[src/rtl/odev1_pkg.sv]
// Shared types and constants for the odev1 stimulus/capture sequencer.
// Eight vectors are swept, so the index is three bits wide.
package odev1_pkg;

    localparam int NUM_VEC = 8;
    localparam int IDX_W   = 3;

    typedef enum logic [1:0] {
        IDLE  = 2'd0,
        DRIVE = 2'd1,
        DONE  = 2'd2
    } seq_state_t;

endpackage

[src/rtl/odev1_hold_cnt.sv]
// Hold-window counter: counts 0..HOLD_CYCLES-1 while enabled and wraps.
// The last flag marks the final cycle of each window.
module odev1_hold_cnt #(
    parameter int HOLD_CYCLES = 5,
    parameter int HOLD_W      = 8
) (
    input  logic clk,
    input  logic rst_n,
    input  logic i_clr,
    input  logic i_en,
    output logic o_last
);

    localparam logic [HOLD_W-1:0] LAST_VAL = HOLD_W'(HOLD_CYCLES - 1);

    logic [HOLD_W-1:0] r_cnt;
    logic              w_last;

    assign w_last = (r_cnt == LAST_VAL);
    assign o_last = w_last;

    // Clear has priority so a run always starts from a fresh window.
    always_ff @(posedge clk or negedge rst_n) begin
        if (!rst_n) begin
            r_cnt <= '0;
        end else if (i_clr) begin
            r_cnt <= '0;
        end else if (i_en) begin
            r_cnt <= w_last ? '0 : r_cnt + 1'b1;
        end
    end

endmodule

[src/rtl/odev1_vec_seq.sv]
// Sweeps {a,b,c} through 000..111, holding each vector HOLD_CYCLES cycles,
// and captures f/q at the end of each window into two 8-bit truth tables.
module odev1_vec_seq
    import odev1_pkg::*;
#(
    parameter int HOLD_CYCLES = 5,
    parameter int HOLD_W      = 8
) (
    input  logic               clk,
    input  logic               rst_n,
    input  logic               start,
    input  logic               f,
    input  logic               q,
    output logic               a,
    output logic               b,
    output logic               c,
    output logic [IDX_W-1:0]   vec_idx,
    output logic               busy,
    output logic               done,
    output logic [NUM_VEC-1:0] f_table,
    output logic [NUM_VEC-1:0] q_table
);

    localparam logic [IDX_W-1:0] LAST_IDX = IDX_W'(NUM_VEC - 1);

    seq_state_t         r_state;
    seq_state_t         w_next_state;
    logic [IDX_W-1:0]   r_vec_idx;
    logic [NUM_VEC-1:0] r_f_table;
    logic [NUM_VEC-1:0] r_q_table;
    logic               w_last;
    logic               w_cnt_clr;
    logic               w_cnt_en;
    logic               w_final;

    odev1_hold_cnt #(
        .HOLD_CYCLES (HOLD_CYCLES),
        .HOLD_W      (HOLD_W)
    ) u_hold_cnt (
        .clk    (clk),
        .rst_n  (rst_n),
        .i_clr  (w_cnt_clr),
        .i_en   (w_cnt_en),
        .o_last (w_last)
    );

    assign w_final = w_last && (r_vec_idx == LAST_IDX);

    always_ff @(posedge clk or negedge rst_n) begin
        if (!rst_n) begin
            r_state <= IDLE;
        end else begin
            r_state <= w_next_state;
        end
    end

    always_comb begin
        w_next_state = r_state;
        w_cnt_clr    = 1'b1;
        w_cnt_en     = 1'b0;
        case (r_state)
            IDLE: begin
                if (start) begin
                    w_next_state = DRIVE;
                end
            end
            DRIVE: begin
                w_cnt_clr = 1'b0;
                w_cnt_en  = 1'b1;
                if (w_final) begin
                    w_next_state = DONE;
                end
            end
            DONE: begin
                w_next_state = IDLE;
            end
            default: begin
                w_next_state = IDLE;
            end
        endcase
    end

    // The index drops to 0 on the final sample so {a,b,c} reads 000 in DONE.
    always_ff @(posedge clk or negedge rst_n) begin
        if (!rst_n) begin
            r_vec_idx <= '0;
            r_f_table <= '0;
            r_q_table <= '0;
        end else begin
            case (r_state)
                IDLE: begin
                    if (start) begin
                        r_vec_idx <= '0;
                        r_f_table <= '0;
                        r_q_table <= '0;
                    end
                end
                DRIVE: begin
                    if (w_last) begin
                        r_f_table[r_vec_idx] <= f;
                        r_q_table[r_vec_idx] <= q;
                        r_vec_idx            <= w_final ? '0 : r_vec_idx + 1'b1;
                    end
                end
                default: begin
                end
            endcase
        end
    end

    assign {a, b, c} = r_vec_idx;
    assign vec_idx   = r_vec_idx;
    assign busy      = (r_state == DRIVE);
    assign done      = (r_state == DONE);
    assign f_table   = r_f_table;
    assign q_table   = r_q_table;

endmodule

[config.mk]
export PLATFORM = sky130hd
export DESIGN_NAME = odev1_vec_seq
export DESIGN_NICKNAME = d
export VERILOG_FILES = /design/src/rtl/odev1_pkg.sv /design/src/rtl/odev1_hold_cnt.sv /design/src/rtl/odev1_vec_seq.sv
export SDC_FILE = /design/constraint.sdc
export NUM_CORES = 1
export LEC_CHECK = 0
export ABC_AREA = 1
export CORE_UTILIZATION = 35
export DETAILED_ROUTE_END_ITERATION = 10
export PLACE_DENSITY = 0.6
export SLEW_MARGIN = 20
export SYNTH_ARGS = -nofsm -noshare
export SYNTH_HDL_FRONTEND = slang
export SYNTH_SLANG_ARGS = --single-unit
[constraint.sdc]
create_clock -name clk -period 2.4 [get_ports clk]
set_input_delay 0.72 -clock clk [delete_from_list [all_inputs] [get_ports clk]]
set_output_delay 0.72 -clock clk [all_outputs]
set_load 0.005 [all_outputs]
==> impl_metrics.json, run 1 <==
{
  "outcome": "complete, no violations",
  "finalMaxSlewViolations": 0,
  "synth_commonest_cells": "57 x nand2_1, 32 x nand3_1, 29 x dfrtp_1, 29 x inv_1, 13 x nor2_1",
  "drv_cap": 0,
  "slowest_delay_ns": 0.56,
  "place.gp.congestion": 0.799,
  "place_area_um2": 1820,
  "synthFlopType": "dfrtp_1",
  "critPathArrivalTime_ns": 1.35,
  "drtIter0Drc": 71,
  "numPortBuffers": 28,
  "dp_hpwl_um": 2150,
  "grt.overflow.total": 0,
  "drc": 0,
  "cts_tree": "yes",
  "io-pin-count": 29,
  "finalSetupTns_ns": 0,
  "path_delay_family": "buffers and inverters",
  "worst_pin_slew_ns": 0.556,
  "synth-edff-count": 0,
  "crit_slowest_cell": "clkdlybuf4s50_1",
  "yosysMostFrequentCell": "nand2_1",
  "syn_nets": 202,
  "crit_buf_inv": 1,
  "via_count": 1244,
  "p_leak_nw": 1.03,
  "hold_viol": 0,
  "wirelength_um": 2960,
  "drive_gt1_share_pct": 8.04,
  "finalSetupViolCount": 0,
  "ctsHtreeMaxLevel": 2,
  "numCtsBuffers": 5,
  "p_per_area_nw_per_um2": 926,
  "fin_crit_ns": 2.07,
  "hold_buffers": 0,
  "grt_setup_unrepaired": "no",
  "crit_fanout": 9,
  "antennaDiodeCount": 0,
  "synth-seq-cells": 29,
  "grt_pass1_vias": 1157,
  "total_power_mw": 1.77,
  "relSlewSlack_pct": 62.7,
  "n_fill_cell": 409,
  "cts_max_path_buffers": 2,
  "path_class": "reg2out",
  "die-area_um2": 4630,
  "crit_required_ns": 1.68,
  "post_cts_buffers": 0,
  "critPathLaunchType": "register",
  "layout.nets": 233,
  "fmax_mhz": 483,
  "cp-end-kind": "output port",
  "clk_pin_slew_ns": 0.06,
  "firstDrtPassIters": 4,
  "synth.largest_area_cell": "dfrtp_1",
  "grt_antenna_before_repair": 0,
  "fin_area_um2": 1910,
  "ys_warn_count": 0,
  "grt_use_total_pct": 14.9,
  "avgSynthCellArea_um2": 7.92,
  "coreArea_um2": 4090,
  "grt_pass1_wl_um": 5110,
  "vias_per_cell": 4.54,
  "ys_seq_area_share_pct": 47.5,
  "synthCells": 193,
  "clockRootBuffer": "clkbuf_8",
  "wl_per_cell_um": 10.8,
  "cts_resized": 0,
  "syn-cell-area_um2": 1530,
  "peakVddDrop_v": 0.000443,
  "clk_latency_ns": 0.27,
  "start_util_pct": 37.4,
  "skew_ns": 0.00611,
  "async_flop_share_pct": 100,
  "ant_nets": 0,
  "crit_path_cell_trace": "clkdlybuf4s50_1",
  "num_rows": 23,
  "netlist_top_cells_area": "dfrtp_1 48%, nand2_1 14%, nand3_1 10%",
  "die_height_um": 68.1,
  "min_path_type": "reg2reg",
  "cts_sinks": 29,
  "ys_types": 22,
  "die_x_um": 68.1,
  "grt_max_degree": 30,
  "finalCritPeriodShare_pct": 86.3,
  "syn2layout_area_growth_pct": 25.0,
  "synth.top_cell.area_share_pct": 47.5
}
## area by class of cell
cell class	instances	area [µm²]	share of cell area [%]
inverters	29	109	5.70
flip-flops and latches	29	726	38.0
clock buffers	7	86.3	4.52
well taps	50	62.6	3.28
multi-input cells	129	631	33.0
repair buffers	30	295	15.5
## final timing paths
| path | startpoint | cells past startpoint | slack [ns] | endpoint |
|---|---|---|---|---|
| hold reg to reg | q_table[6] | 2 | 0.47 | q_table[6] |
| setup / recovery | vec_idx[1] | 1 | 0.33 | b |
| min in group asynchronous | rst_n | 2 | 0.83 | r_state[1] |
| setup reg to reg | u_hold_cnt.r_cnt[0] | 7 | 0.80 | u_hold_cnt.r_cnt[4] |
| max in group asynchronous | rst_n | 2 | 1.30 | f_table[2] |
| hold / removal | q_table[6] | 2 | 0.47 | q_table[6] |
## power breakdown
part / leakage, nW / internal (mW) / switching (mW)
Sequential: 0.376 / 0.621 / 0.132
Combinational: 0.613 / 0.310 / 0.308
Clock: 0.0443 / 0.227 / 0.170
Total: 1.03 / 1.16 / 0.611
## sequential cells by signal (all words and copies together) (netlist names)
name,cells
q_table,8
f_table,8
u_hold_cnt.r_cnt,8
r_state,2
vec_idx,3
## layer usage
layer  routed length [µm]  share of wire [%]  vias up  global-route usage [%]
met2                 1310                 44       22                    23.2
li1                     -                  -      658                       -
met4                   51                1.7        0                    5.99
met5                    0                  0        -                       0
met3                  100                3.4        7                    4.00
met1                 1500                 51      557                    19.5
## tightest hold or removal path: stages, from the launching register on
cell and delay (ns):
dfrtp_1 0.34, nand2_1 0.05, nand2_1 0.05
## cell usage in the layout (no fill, tap or decap), drive strengths merged
master,netlist,final
nor3,4,4
nand3,33,33
a21oi,3,3
nand2,62,62
nor2,17,17
clkbuf,0,7
xnor2,1,1
o21ai,3,3
clkdlybuf4s50,0,28
ha,4,4
nor4,1,1
nand4,1,1
inv,29,29
buf,6,2
dfrtp,29,29
## metrics by stage
step	setup slack, ns	cells	hold WS (ns)	utilization, %
final	0.328	274	0.467	46.7
after detailed placement	0.456	267	0.458	44.6
after global routing	0.254	274	0.493	46.7
after CTS	0.314	274	0.473	46.7
after floorplan	0.933	193	0.424	-
after global placement	0.479	267	0.457	44.6
## logic make-up after synthesis
kind of cell | after synthesis | synth area share (%)
fa+ha+maj | 4 | 3.28
flops | 29 | 47.5
simple gates | 118 | 35.5
xor+xnor | 1 | 0.573
compound gates | 6 | 1.97
buf+inv | 35 | 11.2
No activity file was read; power rests on OpenSTA's default activity.
==> run 2: changes to the inputs <==
==> constraint.sdc (replaced) <==
create_clock -name clk -period 1.91 [get_ports clk]
set_input_delay 0.573 -clock clk [delete_from_list [all_inputs] [get_ports clk]]
set_output_delay 0.573 -clock clk [all_outputs]
set_load 0.005 [all_outputs]
==> impl_metrics.json, run 2 (synthesized netlist as in run 1, its figures left out) <==
{
  "antennaDiodeCount": 0,
  "clk_pin_slew_ns": 0.06,
  "grt_pass1_wl_um": 5190,
  "die-area_um2": 4630,
  "fin_crit_ns": 1.83,
  "crit_fanout": 9,
  "wirelength_um": 2960,
  "grt_pass1_vias": 1213,
  "grt_use_total_pct": 15.3,
  "hold_buffers": 0,
  "die_x_um": 68.1,
  "postLayoutCoreUtil_pct": 47.6,
  "min_path_type": "reg2reg",
  "clockRootBuffer": "clkbuf_8",
  "finalSetupTns_ns": 0,
  "p_per_area_nw_per_um2": 1150,
  "crit_buf_inv": 1,
  "die_height_um": 68.1,
  "wl_per_cell_um": 10.6,
  "n_fill_cell": 413,
  "worst_r2r_path_depth": 9,
  "finalMaxSlewViolations": 0,
  "relSlewSlack_pct": 74.9,
  "ctsHtreeMaxLevel": 2,
  "path_class": "reg2out",
  "critPathArrivalTime_ns": 1.26,
  "grt.overflow.total": 0,
  "mostFrequentLayoutCells": "57 x nand2_1, 32 x nand3_1, 29 x inv_1",
  "drv_cap": 0,
  "num_rows": 23,
  "place.gp.congestion": 0.772,
  "path_delay_family": "buffers and inverters",
  "io-pin-count": 29,
  "grt_setup_unrepaired": "no",
  "layout.nets": 238,
  "finalSetupViolCount": 0,
  "drive_gt1_share_pct": 10.9,
  "clk_latency_ns": 0.28,
  "crit_path_start": "vec_idx[1]",
  "syn2layout_area_growth_pct": 27.4,
  "fin_area_um2": 1950,
  "firstDrtPassIters": 4,
  "drtIter0Drc": 45,
  "grt_max_degree": 30,
  "skew_ns": 0.00679,
  "numCtsBuffers": 5,
  "hold_viol": 0,
  "finalCritPeriodShare_pct": 95.7,
  "cts_max_path_buffers": 2,
  "cp.depth": 1,
  "vias_per_cell": 4.59,
  "cp-end-kind": "output port",
  "cts_sinks": 29,
  "r2r_end": "f_table[4]",
  "dp_hpwl_um": 2160,
  "grt_antenna_before_repair": 0,
  "slowest_delay_ns": 0.53,
  "rr_startpoint": "u_hold_cnt.r_cnt[0]",
  "worst_pin_slew_ns": 0.376,
  "p_leak_nw": 1.06,
  "post-place-cells": 270,
  "outcome": "complete, no violations",
  "numPortBuffers": 28,
  "via_count": 1280,
  "start_util_pct": 37.4,
  "fmax_mhz": 547,
  "coreArea_um2": 4090,
  "crit_path_cell_trace": "clkdlybuf4s50_1",
  "r2r_slack_ns": 0.37,
  "peakVddDrop_v": 0.000572,
  "cts_tree": "yes",
  "critPathLaunchType": "register",
  "instances_no_fill": 279,
  "crit_required_ns": 1.34,
  "crit_slowest_cell": "clkdlybuf4s50_1",
  "drc": 0,
  "place_area_um2": 1850,
  "layout_commonest_cell": "nand2_1",
  "ant_nets": 0,
  "crit_path_end": "b"
}
## run 2: worst min path at each step
stage / start / to / slack (ns) / cells past startpoint
after floorplan: rst_n / f_table[0] / 0.28 / 0
after global placement: f_table[6] / f_table[6] / 0.46 / 2
after detailed placement: q_table[6] / q_table[6] / 0.46 / 2
after CTS: q_table[6] / q_table[6] / 0.47 / 2
after global routing: q_table[3] / q_table[3] / 0.49 / 2
final: q_table[6] / q_table[6] / 0.47 / 2
## run 2: per-stage QoR
stage,setup WS [ns],power [mW],hold WS (ns)
final,0.0819,2.25,0.468
after global routing,0.0308,2.46,0.493
after CTS,0.0657,2.28,0.473
after detailed placement,0.164,1.76,0.458
after global placement,0.197,1.75,0.460
after floorplan,0.538,1.43,0.277
## run 2: routing by layer
layer,track usage (%),up-vias,routed length (µm)
met1,19.1,573,1460
met4,7.03,0,63
met3,4.00,7,128
li1,-,671,-
met2,24.5,29,1310
met5,0,-,0
## run 2: repair_timing
action | in CTS | in global routing
buffers inserted | 2 | 0
endpoints found under the hold margin | 0 | 0
endpoints found under the setup margin | 6 | 0
resized for setup | 4 | 0
## run 2: area by class of cell
class	instances	area, µm²	area share, %
Inverter	29	109	5.59
Tap cell	50	62.6	3.21
Multi-Input combinational cell	129	631	32.4
Sequential cell	29	728	37.4
Timing Repair Buffer	35	330	17.0
Clock buffer	7	86.3	4.43
## run 2: power by group
part           leakage, nW  internal (mW)  switching, mW
clock network       0.0443          0.285          0.217
registers            0.373          0.784          0.148
logic                0.640          0.407          0.406
total                 1.06           1.48          0.771
==> run 3: changes to the inputs <==
--- a/config.mk
+++ b/config.mk
@@ -7,6 +7,7 @@
 export LEC_CHECK = 0
 export ABC_AREA = 1
 export CORE_UTILIZATION = 35
+export CTS_CLUSTER_DIAMETER = 100
 export DETAILED_ROUTE_END_ITERATION = 10
 export PLACE_DENSITY = 0.6
 export SLEW_MARGIN = 20
==> constraint.sdc (replaced) <==
create_clock -name clk -period 1.7 [get_ports clk]
set_input_delay 0.51 -clock clk [delete_from_list [all_inputs] [get_ports clk]]
set_output_delay 0.51 -clock clk [all_outputs]
set_load 0.005 [all_outputs]
==> impl_metrics.json, run 3 (synthesized netlist as in run 1, its figures left out) <==
{
  "finalSetupTns_ns": 0,
  "layout_commonest_cell": "nand2_1",
  "layout_setup_ws_ns": 0.0459,
  "finalMaxSlewViolations": 0,
  "start_util_pct": 37.4,
  "via_count": 1271,
  "finalCritPeriodShare_pct": 97.3,
  "firstDrtPassIters": 4,
  "ant_nets": 0,
  "drtIter0Drc": 33,
  "crit_path_start": "vec_idx[2]",
  "numPortBuffers": 28,
  "critPathArrivalTime_ns": 1.14,
  "grt_pass1_vias": 1188,
  "die_x_um": 68.1,
  "slowest_delay_ns": 0.51,
  "n_fill_cell": 411,
  "critPathLaunchType": "register",
  "path_delay_family": "buffers and inverters",
  "p_leak_nw": 1.12,
  "cts_tree": "yes",
  "crit_buf_inv": 1,
  "place_area_um2": 1870,
  "numCtsBuffers": 5,
  "cts_max_path_buffers": 2,
  "p_per_area_nw_per_um2": 1290,
  "clk_latency_ns": 0.28,
  "relSlewSlack_pct": 77.4,
  "grt.overflow.total": 0,
  "seq_area_um2": 726,
  "clk_pin_slew_ns": 0.06,
  "skew_ns": 0.00407,
  "outcome": "complete, no violations",
  "multi_input_comb_area_um2": 631,
  "dp_hpwl_um": 2100,
  "coreArea_um2": 4090,
  "cts_sinks": 29,
  "mostFrequentLayoutCells": "57 x nand2_1, 32 x nand3_1, 29 x inv_1, 29 x dfrtp_1, 22 x clkdlybuf4s50_1",
  "layout.nets": 239,
  "min_path_type": "reg2reg",
  "crit_path_end": "a",
  "drv_cap": 0,
  "grt_antenna_before_repair": 0,
  "postLayoutCoreUtil_pct": 48.3,
  "place.gp.congestion": 0.798,
  "r2r_slack_ns": 0.18,
  "syn2layout_area_growth_pct": 29.3,
  "grt_setup_unrepaired": "no",
  "peakVddDrop_v": 0.000682,
  "rr_startpoint": "u_hold_cnt.r_cnt[0]",
  "wl_per_cell_um": 10.3,
  "grt_pass1_wl_um": 5130,
  "fmax_mhz": 605,
  "worstHoldStart": "q_table[3]",
  "r2r_end": "q_table[4]",
  "drive_gt1_share_pct": 10.4,
  "cp-end-kind": "output port",
  "crit_slowest_cell": "clkdlybuf4s50_1",
  "fin_crit_ns": 1.65,
  "clockRootBuffer": "clkbuf_8",
  "wirelength_um": 2880,
  "crit_path_cell_trace": "clkdlybuf4s50_1",
  "worst_pin_slew_ns": 0.338,
  "finalSetupViolCount": 0,
  "path_class": "reg2out",
  "drc": 0,
  "io-pin-count": 29,
  "die-area_um2": 4630,
  "hold_viol": 0,
  "antennaDiodeCount": 0,
  "grt_max_degree": 30,
  "worst_r2r_path_depth": 9,
  "total_power_mw": 2.54,
  "num_rows": 23,
  "die_height_um": 68.1,
  "crit_fanout": 3,
  "fin_area_um2": 1980,
  "dp_slack_ns": 0.0317,
  "ctsHtreeMaxLevel": 2,
  "hold_buffers": 0,
  "cp.depth": 1,
  "grt_use_total_pct": 15.2,
  "vias_per_cell": 4.54,
  "crit_required_ns": 1.19
}
==> run 3: cell count changes in the layout (fill, tap and decap cells not counted) <==
cell / before / now
clkdlybuf4s15_1: 0 / 1
buf_12: 0 / 1
clkdlybuf4s50_1: 26 / 22
dlygate4sd2_1: 2 / 1
dfrtp_2: 2 / 0
dlymetal6s2s_1: 0 / 4
dfrtp_1: 27 / 29
==> run 3: power by group <==
part	internal, mW	switching, mW	leakage [nW]	total (mW)
Clock	0.320	0.252	0.0443	0.572
Combinational	0.465	0.488	0.697	0.953
Sequential	0.877	0.136	0.376	1.01
==> run 3: how the worst min path moves through the flow <==
stage | slack (ns) | cells after the start | to
floorplan | 0.21 | 0 | f_table[0]
global placement | 0.46 | 2 | f_table[6]
detailed placement | 0.46 | 2 | q_table[6]
CTS | 0.47 | 2 | q_table[3]
global route | 0.49 | 2 | q_table[0]
finish | 0.47 | 2 | q_table[3]
==> run 3: metal layers <==
| metal | GRT usage [%] | vias up | part of all wire, % |
|---|---|---|---|
| li1 | - | 672 | - |
| met1 | 19.3 | 565 | 50 |
| met2 | 23.5 | 27 | 43 |
| met3 | 4.17 | 7 | 4.7 |
| met4 | 7.81 | 0 | 2.2 |
| met5 | 0 | - | 0 |
==> run 3: through the flow <==
stage / hold WS (ns) / cells
final: 0.468 / 280
after global routing: 0.491 / 280
after CTS: 0.473 / 280
after detailed placement: 0.458 / 272
after global placement: 0.459 / 272
after floorplan: 0.214 / 193
==> run 3: area by class of cell <==
class / instances / area share, %
flip-flops and latches: 29 / 36.7
well taps: 50 / 3.17
repair buffers: 36 / 18.3
clock buffers: 7 / 4.37
multi-input cells: 129 / 31.9
inverters: 29 / 5.51
==> run 3: repair_timing <==
action,in CTS,in global routing
gates resized for setup,2,5
setup buffers,1,0
endpoints found under the setup margin,2,5
